==> src/rtl/lfsr_bist_pkg.sv <==
// lfsr_bist_pkg: shared FSM state type and mode encodings for the BIST LFSR engine
package lfsr_bist_pkg;

    typedef enum logic [1:0] {
        IDLE = 2'd0,
        RUN  = 2'd1,
        DONE = 2'd2
    } state_e;

    localparam logic MODE_PRPG = 1'b0;
    localparam logic MODE_MISR = 1'b1;

endpackage

==> src/rtl/lfsr_step.sv <==
// lfsr_step: one combinational Galois LFSR/MISR step for an arbitrary width and tap mask
module lfsr_step #(
    parameter int                WIDTH = 16,
    parameter logic [WIDTH-1:0]  POLY  = 16'h0070
) (
    input  logic [WIDTH-1:0] state_i,
    input  logic [WIDTH-1:0] data_i,
    input  logic             misr_en_i,
    output logic [WIDTH-1:0] next_o
);

    logic fb;

    // Stage 0 always takes feedback, so the mask's bit 0 is ignored.
    assign fb     = state_i[WIDTH-1];
    assign next_o = {state_i[WIDTH-2:0], fb}
                  ^ ({WIDTH{fb}} & {POLY[WIDTH-1:1], 1'b0})
                  ^ ({WIDTH{misr_en_i}} & data_i);

endmodule

==> src/rtl/lfsr_bist.sv <==
// lfsr_bist: BIST engine with a Galois LFSR (PRPG or MISR) and a start/busy/done pattern-count controller
module lfsr_bist
    import lfsr_bist_pkg::*;
#(
    parameter int               WIDTH = 16,
    parameter logic [WIDTH-1:0] POLY  = 16'h0070,
    parameter logic [WIDTH-1:0] SEED  = '1,
    parameter int               CNT_W = 16
) (
    input  logic             clk,
    input  logic             rst_n,
    input  logic             start_i,
    input  logic             mode_i,
    input  logic             seed_load_i,
    input  logic [WIDTH-1:0] seed_i,
    input  logic [CNT_W-1:0] num_patterns_i,
    input  logic             enable_i,
    input  logic [WIDTH-1:0] data_in_i,
    output logic [WIDTH-1:0] out_o,
    output logic             lfsr_out_o,
    output logic             busy_o,
    output logic             done_o,
    output logic [CNT_W-1:0] count_o
);

    state_e             state_q, state_d;
    logic               mode_q, mode_d;
    logic [CNT_W-1:0]   num_q, num_d;
    logic [CNT_W-1:0]   cnt_q, cnt_d;
    logic [WIDTH-1:0]   lfsr_q, lfsr_d;
    logic [WIDTH-1:0]   step_nxt;
    logic [WIDTH-1:0]   seed_eff;
    logic               go, load, step, last;

    lfsr_step #(.WIDTH(WIDTH), .POLY(POLY)) u_step (
        .state_i   (lfsr_q),
        .data_i    (data_in_i),
        .misr_en_i (mode_q == MODE_MISR),
        .next_o    (step_nxt)
    );

    // Control decodes shared by the FSM and the datapath; start and seed_load only act outside RUN.
    assign go       = (state_q != RUN) && start_i;
    assign load     = (state_q != RUN) && seed_load_i;
    assign step     = (state_q == RUN) && enable_i;
    assign last     = (cnt_q + CNT_W'(1)) == num_q;
    assign seed_eff = (mode_i == MODE_PRPG && seed_i == '0) ? SEED : seed_i;

    // State, latched run parameters, counter and LFSR register.
    always_ff @(posedge clk or negedge rst_n) begin
        if (!rst_n) begin
            state_q <= IDLE;
            mode_q  <= MODE_PRPG;
            num_q   <= '0;
            cnt_q   <= '0;
            lfsr_q  <= SEED;
        end else begin
            state_q <= state_d;
            mode_q  <= mode_d;
            num_q   <= num_d;
            cnt_q   <= cnt_d;
            lfsr_q  <= lfsr_d;
        end
    end

    // Next state: a zero-length run goes straight to DONE; the final enabled step ends the run.
    always_comb begin
        state_d = go             ? (num_patterns_i == '0 ? DONE : RUN) :
                  (step && last) ? DONE : state_q;
        mode_d  = go ? mode_i : mode_q;
        num_d   = go ? num_patterns_i : num_q;
        cnt_d   = go ? '0 : step ? cnt_q + CNT_W'(1) : cnt_q;
        lfsr_d  = load ? seed_eff : step ? step_nxt : lfsr_q;
    end

    // Outputs come straight from registers.
    always_comb begin
        out_o      = lfsr_q;
        lfsr_out_o = lfsr_q[0];
        busy_o     = state_q == RUN;
        done_o     = state_q == DONE;
        count_o    = cnt_q;
    end

endmodule

==> config.mk <==
export PLATFORM = sky130hd
export DESIGN_NAME = lfsr_bist
export DESIGN_NICKNAME = d
export VERILOG_FILES = /design/src/rtl/lfsr_bist_pkg.sv /design/src/rtl/lfsr_step.sv /design/src/rtl/lfsr_bist.sv
export SDC_FILE = /design/constraint.sdc
export NUM_CORES = 1
export LEC_CHECK = 0
export BUFFER_PORTS_ARGS = -buffer_cell sky130_fd_sc_hd__clkbuf_2
export CORE_UTILIZATION = 53
export CTS_CLUSTER_DIAMETER = 30
export DETAILED_ROUTE_END_ITERATION = 8
export PLACE_DENSITY = 0.82
export REMOVE_ABC_BUFFERS = 1
export SLEW_MARGIN = 20
export SYNTH_ARGS = -nofsm -noshare
export SYNTH_HDL_FRONTEND = slang
export SYNTH_SLANG_ARGS = --single-unit
==> constraint.sdc <==
create_clock -name clk -period 2.3 [get_ports clk]
set_input_delay 0.115 -clock clk [delete_from_list [all_inputs] [get_ports clk]]
set_output_delay 0.115 -clock clk [all_outputs]
set_load 0.1 [all_outputs]
Word level (Yosys, flattened, before mapping)

Cells that the tools add are included.

Add/subtract/negate cells: 1
Multipliers: 0
Divide/modulo/power cells: 0
Magnitude comparators: 0
Eq/ne operators: 4
Shift-type cells: 0
Mux-type cells: 8
Bitwise gates (word level): 4
Reduce and logical (&&, ||, !) cells: 10

Operators by type and width:

| operator                                                               | count |
|---|---|
| 16-bit two-way mux                                                     | 5 |
| 16-bit logical NOT                                                     | 2 |
| 16-bit by 1-bit adder with 16-bit output (second input constant)       | 1 |
| 16-bit bitwise AND                                                     | 1 |
| 16-bit equality test                                                   | 1 |
| 16-bit bitwise XOR                                                     | 1 |
| 16-bit by 7-bit bitwise XOR with 16-bit output                         | 1 |
| 2-bit two-way mux                                                      | 3 |
| 2-bit nonzero test                                                     | 3 |
| 1-bit logical AND                                                      | 5 |
| 2-bit by 1-bit equality test with 1-bit output (second input constant) | 1 |
| 2-bit equality test (second input constant)                            | 1 |
| 2-bit by 1-bit != test with 1-bit output (second input constant)       | 1 |
| 1-bit inverter                                                         | 1 |

Register bits: 51
Latch bits: 0
RAM bits: 0
Bits in read-only memories: 0
Input port bits: 54
Output and inout bits: 35
Logic and storage cells: 32
Memories kept: 0

Longest topological paths before layout

Gate-level depths: netlist (run 1).

Word-level depth: 5
Depth in mapped cells: 10
Mapped depth without buffers: 9

Cells and area by module

From an unflattened synthesis (run 1), not the netlist that was laid out.

Cell total of the unflattened synthesis: 319
Area total of the unflattened synthesis: 3035.4 um^2

Modules (own cells, without submodules):

| module    | times used | cells an instance | area an instance (um^2) | sequential area each (um^2) |
|---|---|---|---|---|
| lfsr_bist | 1          | 282               | 2792.7                  | 1296.2 |
| lfsr_step | 1          | 37                | 242.7                   | 0.0 |

Least setup slack after synthesis (run 1)

Ideal clock, no wire load.

Kind: flip-flop to flip-flop
Start point: reg cnt_q[0], in the netlist count_o[0]
End point: reg state_q[0]
Setup time: 0.119 ns
Data arrival time: 2.752 ns
Data required time: 2.181 ns
Setup slack: -0.571 ns
Stages on the path, launching flop included: 10
Path buffers: 1
Period minus slack after synthesis: 2.871 ns
Cell sequence: dfrtp_1 > ha_1 > clkbuf_2 > nand4_4 > nor2_2 > nand3_1 > xnor2_1 > a2111oi_0 > a41oi_1 > o21a_1

Word-level cells in the longest chain between the ends: 4

RTL lines:

| what                                     | RTL line        | source |
|---|---|---|
| start: declaration                       | lfsr_bist.sv:29 | `logic [CNT_W-1:0] cnt_q, cnt_d;` |
| start signal: assignment                 | lfsr_bist.sv:61 | `cnt_q <= cnt_d;` |
| 16-bit by 1-bit adder with 16-bit output | lfsr_bist.sv:46 | `assign last = (cnt_q + CNT_W'(1)) == num_q;` |
| 16-bit equality test                     | lfsr_bist.sv:46 |  |
| 1-bit logical AND                        | lfsr_bist.sv:69 | `(step && last) ? DONE : state_q;` |
| 2-bit nonzero test (no line)             | --              |  |
| end signal: assignment                   | lfsr_bist.sv:58 | `state_q <= state_d;` |
| end: declaration                         | lfsr_bist.sv:26 | `state_e state_q, state_d;` |

Every way passes these cells.
A chain may end at the register's enable or synchronous reset.

Worst setup path in the final report (run 1)

Start point: reg cnt_q[11], in the netlist count_o[11]
End point: reg state_q[0]

Same word-level chain as after synthesis.

==> impl_metrics.env, run 1 <==
export IMPL_htreeDepth=2
export IMPL_final_util_pct=67.5
export IMPL_synth_edf_count=0
export IMPL_dp_cells=499
export IMPL_numCtsBuffers=5
export IMPL_cp_max_fo=7
export IMPL_die_area_sq_um=6290
export IMPL_wl_met2_um=3740
export IMPL_setup_viol=0
export IMPL_ys_seq_area_share_pct=40.9
export IMPL_core_area_sq_um=5640
export IMPL_ys_types=49
export IMPL_ys_ff_latch=51
export IMPL_outcome="complete, no violations"
export IMPL_p_leak_nw=1.79
export IMPL_power_density_nw_per_um2=1000
export IMPL_dp_slack_ns=0.0764
export IMPL_cp_required_ns=2.50
export IMPL_cts_sinks=51
export IMPL_grt_pass1_vias=2753
export IMPL_regToRegEndpoint="state_q[0]"
export IMPL_fin_crit_sh_pct=90.9
export IMPL_drtPass1Iterations=5
export IMPL_start_util_pct=56.2
export IMPL_cap_viol_max_count=0
export IMPL_ys_flop_type="dfrtp_1"
export IMPL_start_kind="register"
export IMPL_die_x_um=79.3
export IMPL_end_kind="register"
export IMPL_wl_um=7980
export IMPL_fin_ws_ns=0.209
export IMPL_final_net_count=490
export IMPL_fin_skew_ns=0.00607
export IMPL_slew_violations=0
export IMPL_clk_latency_ns=0.30
export IMPL_highest_layer="met4"
export IMPL_synthSimpleGateAreaFrac_pct=21.6
export IMPL_p_sw_mw=1.99
export IMPL_grt_total_usage_pct=27.3
export IMPL_muxShareOfSynthArea_pct=6.04
export IMPL_setup_tns_ns=0
export IMPL_ant_nets=0
export IMPL_areaGrowthSynthToFinish_pct=20.1
export IMPL_route_met3_wl_um=541
export IMPL_grt_ovfl_total=0
export IMPL_syn_area_per_cell_sq_um=9.10
export IMPL_reg2reg_slack_ns=0.21
export IMPL_hold_violations=0
export IMPL_antenna_cells=0
export IMPL_gp_congestion=0.927
export IMPL_hold_class="input port to register"
export IMPL_pwr_share_clk_pct=13.4
export IMPL_synth_compound_area_share_pct=15.6
export IMPL_synth_async_reset_ratio_pct=100
export IMPL_irDropWorstVdd_mv=0.774
export IMPL_synth_xor_area_share_pct=11.3
export IMPL_via_count=2978
export IMPL_drt_iter0_drc=305
export IMPL_p_seq_share_pct=35.8
export IMPL_worst_hold_startpoint="start_i"
export IMPL_vias_per_cell=5.86
export IMPL_crit_reg2reg_launch="count_o[11]"
export IMPL_routedWlPerCell_um=15.7
export IMPL_syn_inst=348
export IMPL_hpwl_um=5950
export IMPL_hold_path_end="state_q[1]"
export IMPL_synth_fa_ha_area_share_pct=0.395
export IMPL_synthesis_area_sq_um=3170
export IMPL_rr_worst_depth=7
export IMPL_arrival_ns=2.29
export IMPL_holdPathStages=2
export IMPL_grt_pass1_wl_um=13300
export IMPL_pwr_share_comb_pct=50.7
export IMPL_cts_tree="yes"
export IMPL_ios=89
export IMPL_swShare_pct=52.2
export IMPL_synth_top_family_by_area="simple AND/OR/NAND/NOR gates"
export IMPL_grt_max_degree=52
export IMPL_rows=27
export IMPL_drc_errors=0
export IMPL_layout_drive_gt1_share_pct=37.2
export IMPL_finalNonFillerCells=508
export IMPL_critical_path_class="register to register"
export IMPL_die_h_um=79.3
export IMPL_rsz0062_at_grt="false"
export IMPL_cts_max_path_buffers=2
export IMPL_wl_met1_um=3550
export IMPL_clk_transition_reported_paths_ns=0.09
export IMPL_slew_headroom_pct=44.1
export IMPL_port_buffer_count=88
export IMPL_fin_crit_ns=2.09
export IMPL_max_freq_mhz=478
export IMPL_p_int_mw=1.82
export IMPL_cts_root_buf="clkbuf_8"
export IMPL_grt_antenna_before_repair=0
export IMPL_worstMarginPinSlew_ns=0.838
export IMPL_synth_warnings=0
[cell usage in the layout (no fill, tap or decap), drive strengths merged, types with 12 or more instances in the layout]
cell    netlist  routed
clkbuf       14      94
nand2        57      57
o21ai        49      49
dfrtp        35      35
xor2         24      24
nor2         19      19
xnor2        17      17
mux2         17      17
dfstp        16      16
buf          10      15
nand3        12      12
[worst max path at each step]
| stage | slack, ns | start | to |
|---|---|---|---|
| 6_report | 0.21 | count_o[11] | state_q[0] |
| 5_1_grt | 0.01 | count_o[2] | state_q[1] |
| 4_1_cts | 0.03 | count_o[0] | state_q[0] |
| 3_5_place_dp | 0.08 | count_o[0] | state_q[0] |
| 3_3_place_gp | 0.19 | count_o[0] | state_q[0] |
| 2_1_floorplan | -0.80 | state_q[1] | state_q[0] |
[registers in the layout (all words and copies together) (netlist names)]
signal	flops
state_q	2
num_q	16
out_o	16
count_o	16
mode_q	1
[per-layer routing]
layer	vias to the layer above	global-route usage, %
met5	-	0
met4	0	8.73
met3	13	4.94
met2	144	41.7
met1	1413	38.9
li1	1408	-
[cells in the mapped netlist (all sizes together), types with 3 or more instances]
cell | count | area share, %
a2111oi | 3 | 1.0
a21oi | 5 | 0.79
a31oi | 3 | 0.59
and2 | 4 | 0.83
and3 | 4 | 0.83
and4 | 3 | 0.95
buf | 10 | 1.9
clkbuf | 14 | 1.7
dfrtp | 35 | 28
dfstp | 16 | 13
inv | 4 | 0.47
mux2 | 17 | 6.0
nand2 | 57 | 6.8
nand3 | 12 | 2.1
nand4 | 8 | 3.0
nor2 | 19 | 2.3
nor2b | 4 | 0.79
nor4 | 8 | 2.1
o21ai | 49 | 7.7
o22ai | 6 | 1.2
o31ai | 9 | 2.1
xnor2 | 17 | 4.7
xor2 | 24 | 6.6
[kinds of logic after synthesis]
kind of cell    Yosys count
simple gates            128
mux                      17
fa+ha+maj                 1
compound gates           82
xor+xnor                 41
buf+inv                  28
flops                    51
[through the flow]
| step | cell area (sq um) | total power [mW] | hold WS (ns) |
|---|---|---|---|
| 2_1_floorplan | 3050 | 2.93 | -0.181 |
| 3_3_place_gp | 3700 | 3.25 | 0.259 |
| 3_5_place_dp | 3700 | 3.29 | 0.262 |
| 4_1_cts | 3790 | 3.81 | 0.0317 |
| 5_1_grt | 3810 | 3.99 | 0.0500 |
| 6_report | 3810 | 3.81 | 0.0390 |
[power by group through the flow]
stage	registers (mW)	logic, mW	clock network [mW]
5_1_grt	1.39	2.04	0.558
6_report	1.37	1.93	0.512
2_1_floorplan	2.44	0.491	0
3_3_place_gp	1.37	1.88	0
4_1_cts	1.36	1.93	0.519
3_5_place_dp	1.38	1.91	0
[timing repair]
item | 4_1_cts | 5_1_grt
hold buffers | 1 | 0
hold endpoints to repair | 35 | 0
resized for setup | 0 | 7
endpoints found under the setup margin | 0 | 2
setup buffers | 0 | 0
[final cells by class]
class                      count  area [sq um]
tap                           72          90.1
timing repair buffer         104           563
clock buffer                   6          72.6
inverter                       4          15.0
multi-input combinational    269          1760
clock inverter                 2          12.5
sequential                    51          1300
fill                         465          1840
[critical path, stage by stage, from the launching register on]
cell	delay [ns]
dfrtp_1	0.46
xor2_1	0.21
or3_4	0.41
a221oi_2	0.27
nand4_1	0.12
nor3_1	0.21
a41oi_1	0.16
o21a_1	0.14
Power figures use the tool's default switching activity.
==> run 2, diff against run 1 <==
CORE_UTILIZATION = 48   (was 53)
PLACE_DENSITY = 0.78   (was 0.82)
clock period = 1.73 ns   (was 2.3 ns; I/O delays follow)
==> impl_metrics.env, run 2 (synthesis gave the netlist of run 1 again) <==
export IMPL_outcome="finished with violations"
export IMPL_violations="setup timing"
export IMPL_max_freq_mhz=484
export IMPL_crit_buf_inv=2
export IMPL_highest_layer="met4"
export IMPL_layout_drive_gt1_share_pct=48.9
export IMPL_place_area_sq_um=4110
export IMPL_irDropWorstVdd_mv=1.22
export IMPL_cts_sinks=51
export IMPL_die_x_um=83.2
export IMPL_htreeDepth=2
export IMPL_wl_met2_um=5030
export IMPL_p_sw_mw=2.82
export IMPL_cts_max_path_buffers=2
export IMPL_slew_headroom_pct=58.6
export IMPL_power_density_nw_per_um2=1260
export IMPL_p_int_mw=2.80
export IMPL_cp_required_ns=1.93
export IMPL_setup_viol=3
export IMPL_antenna_cells=0
export IMPL_rows=29
export IMPL_finalNonFillerCells=574
export IMPL_grt_pass1_vias=3116
export IMPL_gp_congestion=0.998
export IMPL_fin_ws_ns=-0.335
export IMPL_hold_violations=0
export IMPL_rsz0062_at_grt="true"
export IMPL_cap_viol_max_count=0
export IMPL_final_net_count=551
export IMPL_ios=89
export IMPL_fin_skew_ns=0.0134
export IMPL_port_buffer_count=88
export IMPL_grt_pass1_wl_um=15400
export IMPL_core_area_sq_um=6350
export IMPL_cts_root_buf="clkbuf_8"
export IMPL_fin_crit_sh_pct=119
export IMPL_swShare_pct=50.2
export IMPL_final_cell_mix="clkbuf_2, buf_4, nand2_1, o21ai_0, dfrtp_1"
export IMPL_fin_crit_ns=2.07
export IMPL_layout_commonest_cell="clkbuf_2"
export IMPL_p_seq_share_pct=32.5
export IMPL_grt_max_degree=31
export IMPL_grt_total_usage_pct=28.0
export IMPL_slew_violations=0
export IMPL_clk_transition_reported_paths_ns=0.11
export IMPL_numCtsBuffers=5
export IMPL_dp_cells=557
export IMPL_die_area_sq_um=6930
export IMPL_clk_latency_ns=0.32
export IMPL_cp_max_fo=4
export IMPL_areaGrowthSynthToFinish_pct=41.3
export IMPL_design_area_sq_um=4480
export IMPL_critical_path_class="register to register"
export IMPL_ant_nets=0
export IMPL_cts_tree="yes"
export IMPL_start_kind="register"
export IMPL_drc_errors=0
export IMPL_wl_met1_um=4100
export IMPL_drtPass1Iterations=6
export IMPL_start_util_pct=49.9
export IMPL_route_met3_wl_um=743
export IMPL_whs_ns=0.0134
export IMPL_pwr_share_clk_pct=17.2
export IMPL_drt_iter0_drc=337
export IMPL_cp_top_family="compound AO/OA/AOI/OAI gates"
export IMPL_hpwl_um=6990
export IMPL_dp_slack_ns=-0.332
export IMPL_grt_antenna_before_repair=0
export IMPL_p_leak_nw=2.17
export IMPL_worstMarginPinSlew_ns=0.620
export IMPL_hold_class="input port to register"
export IMPL_max_stage_delay_ns=0.45
export IMPL_end_kind="register"
export IMPL_arrival_ns=2.27
export IMPL_wl_um=10200
export IMPL_via_count=3440
export IMPL_pwr_share_comb_pct=50.3
export IMPL_routedWlPerCell_um=17.9
export IMPL_vias_per_cell=5.99
export IMPL_path_cells="buf_6 > and4_4 > buf_4 > nand4_4 > a2111oi_2 > a41oi_1 > o21ai_2 > a41oi_2 > o21a_1"
export IMPL_grt_ovfl_total=0
export IMPL_crit_path_top_delay_cell="dfrtp_1"
export IMPL_die_h_um=83.2
-- run 2: power by group through the flow --
stage / Sequential (mW) / Clock (mW) / Combinational, mW
3_3_place_gp: 1.80 / 0 / 2.62
4_1_cts: 1.81 / 0.979 / 2.74
3_5_place_dp: 1.82 / 0 / 2.66
5_1_grt: 1.85 / 1.02 / 2.94
6_report: 1.83 / 0.967 / 2.83
2_1_floorplan: 3.24 / 0 / 0.652
-- run 2: worst register-to-register path: cells and delay by family, from the launching register on --
kind	cells	cell delay, ns
DFF	1	0.45
AOI/OAI and AO/OA	5	0.91
and+or+nand+nor	2	0.34
buffers and inverters	2	0.26
-- run 2: per-layer routing --
| metal | GRT usage (%) | up-vias |
|---|---|---|
| met5 | 0 | - |
| met4 | 8.93 | 0 |
| met3 | 5.07 | 47 |
| met2 | 46.9 | 226 |
| met1 | 36.6 | 1648 |
| li1 | - | 1519 |
-- run 2: worst paths after layout --
| kind | from | endpoint | cells past startpoint | slack (ns) |
|---|---|---|---|---|
| min in group asynchronous | rst_n | num_q[4] | 2 | 0.33 |
| worst min-delay path | num_patterns_i[14] | num_q[14] | 2 | 0.01 |
| worst max register to register | count_o[0] | state_q[0] | 9 | -0.34 |
| worst min register to register | out_o[11] | out_o[11] | 2 | 0.48 |
| worst max-delay path | count_o[0] | state_q[0] | 9 | -0.34 |
| max in group asynchronous | rst_n | out_o[14] | 3 | 0.75 |
-- run 2: repair_timing --
action	4_1_cts	5_1_grt
hold buffers	1	0
gates resized for setup	18	34
endpoints found under the setup margin	6	22
setup buffers	3	5
pin swaps	8	12
hold endpoints to repair	17	0
-- run 2: stage by stage --
stage / utilization [%] / setup TNS, ns / power, mW
3_5_place_dp: 64.8 / -0.702 / 4.48
6_report: 70.5 / -0.664 / 5.63
5_1_grt: 70.5 / -0.954 / 5.82
4_1_cts: 68.3 / -0.338 / 5.53
3_3_place_gp: 64.8 / -0.470 / 4.42
2_1_floorplan: - / -35.72 / 3.89
-- run 2: final cells by class --
cell class              count  area (sq um)
clock buffers               6          93.8
clock inverters             2          41.3
fillers                   450          1870
inverters                   4          15.0
multi-input cells         269          1870
flip-flops and latches     51          1300
well taps                  77          96.3
repair buffers            165          1060
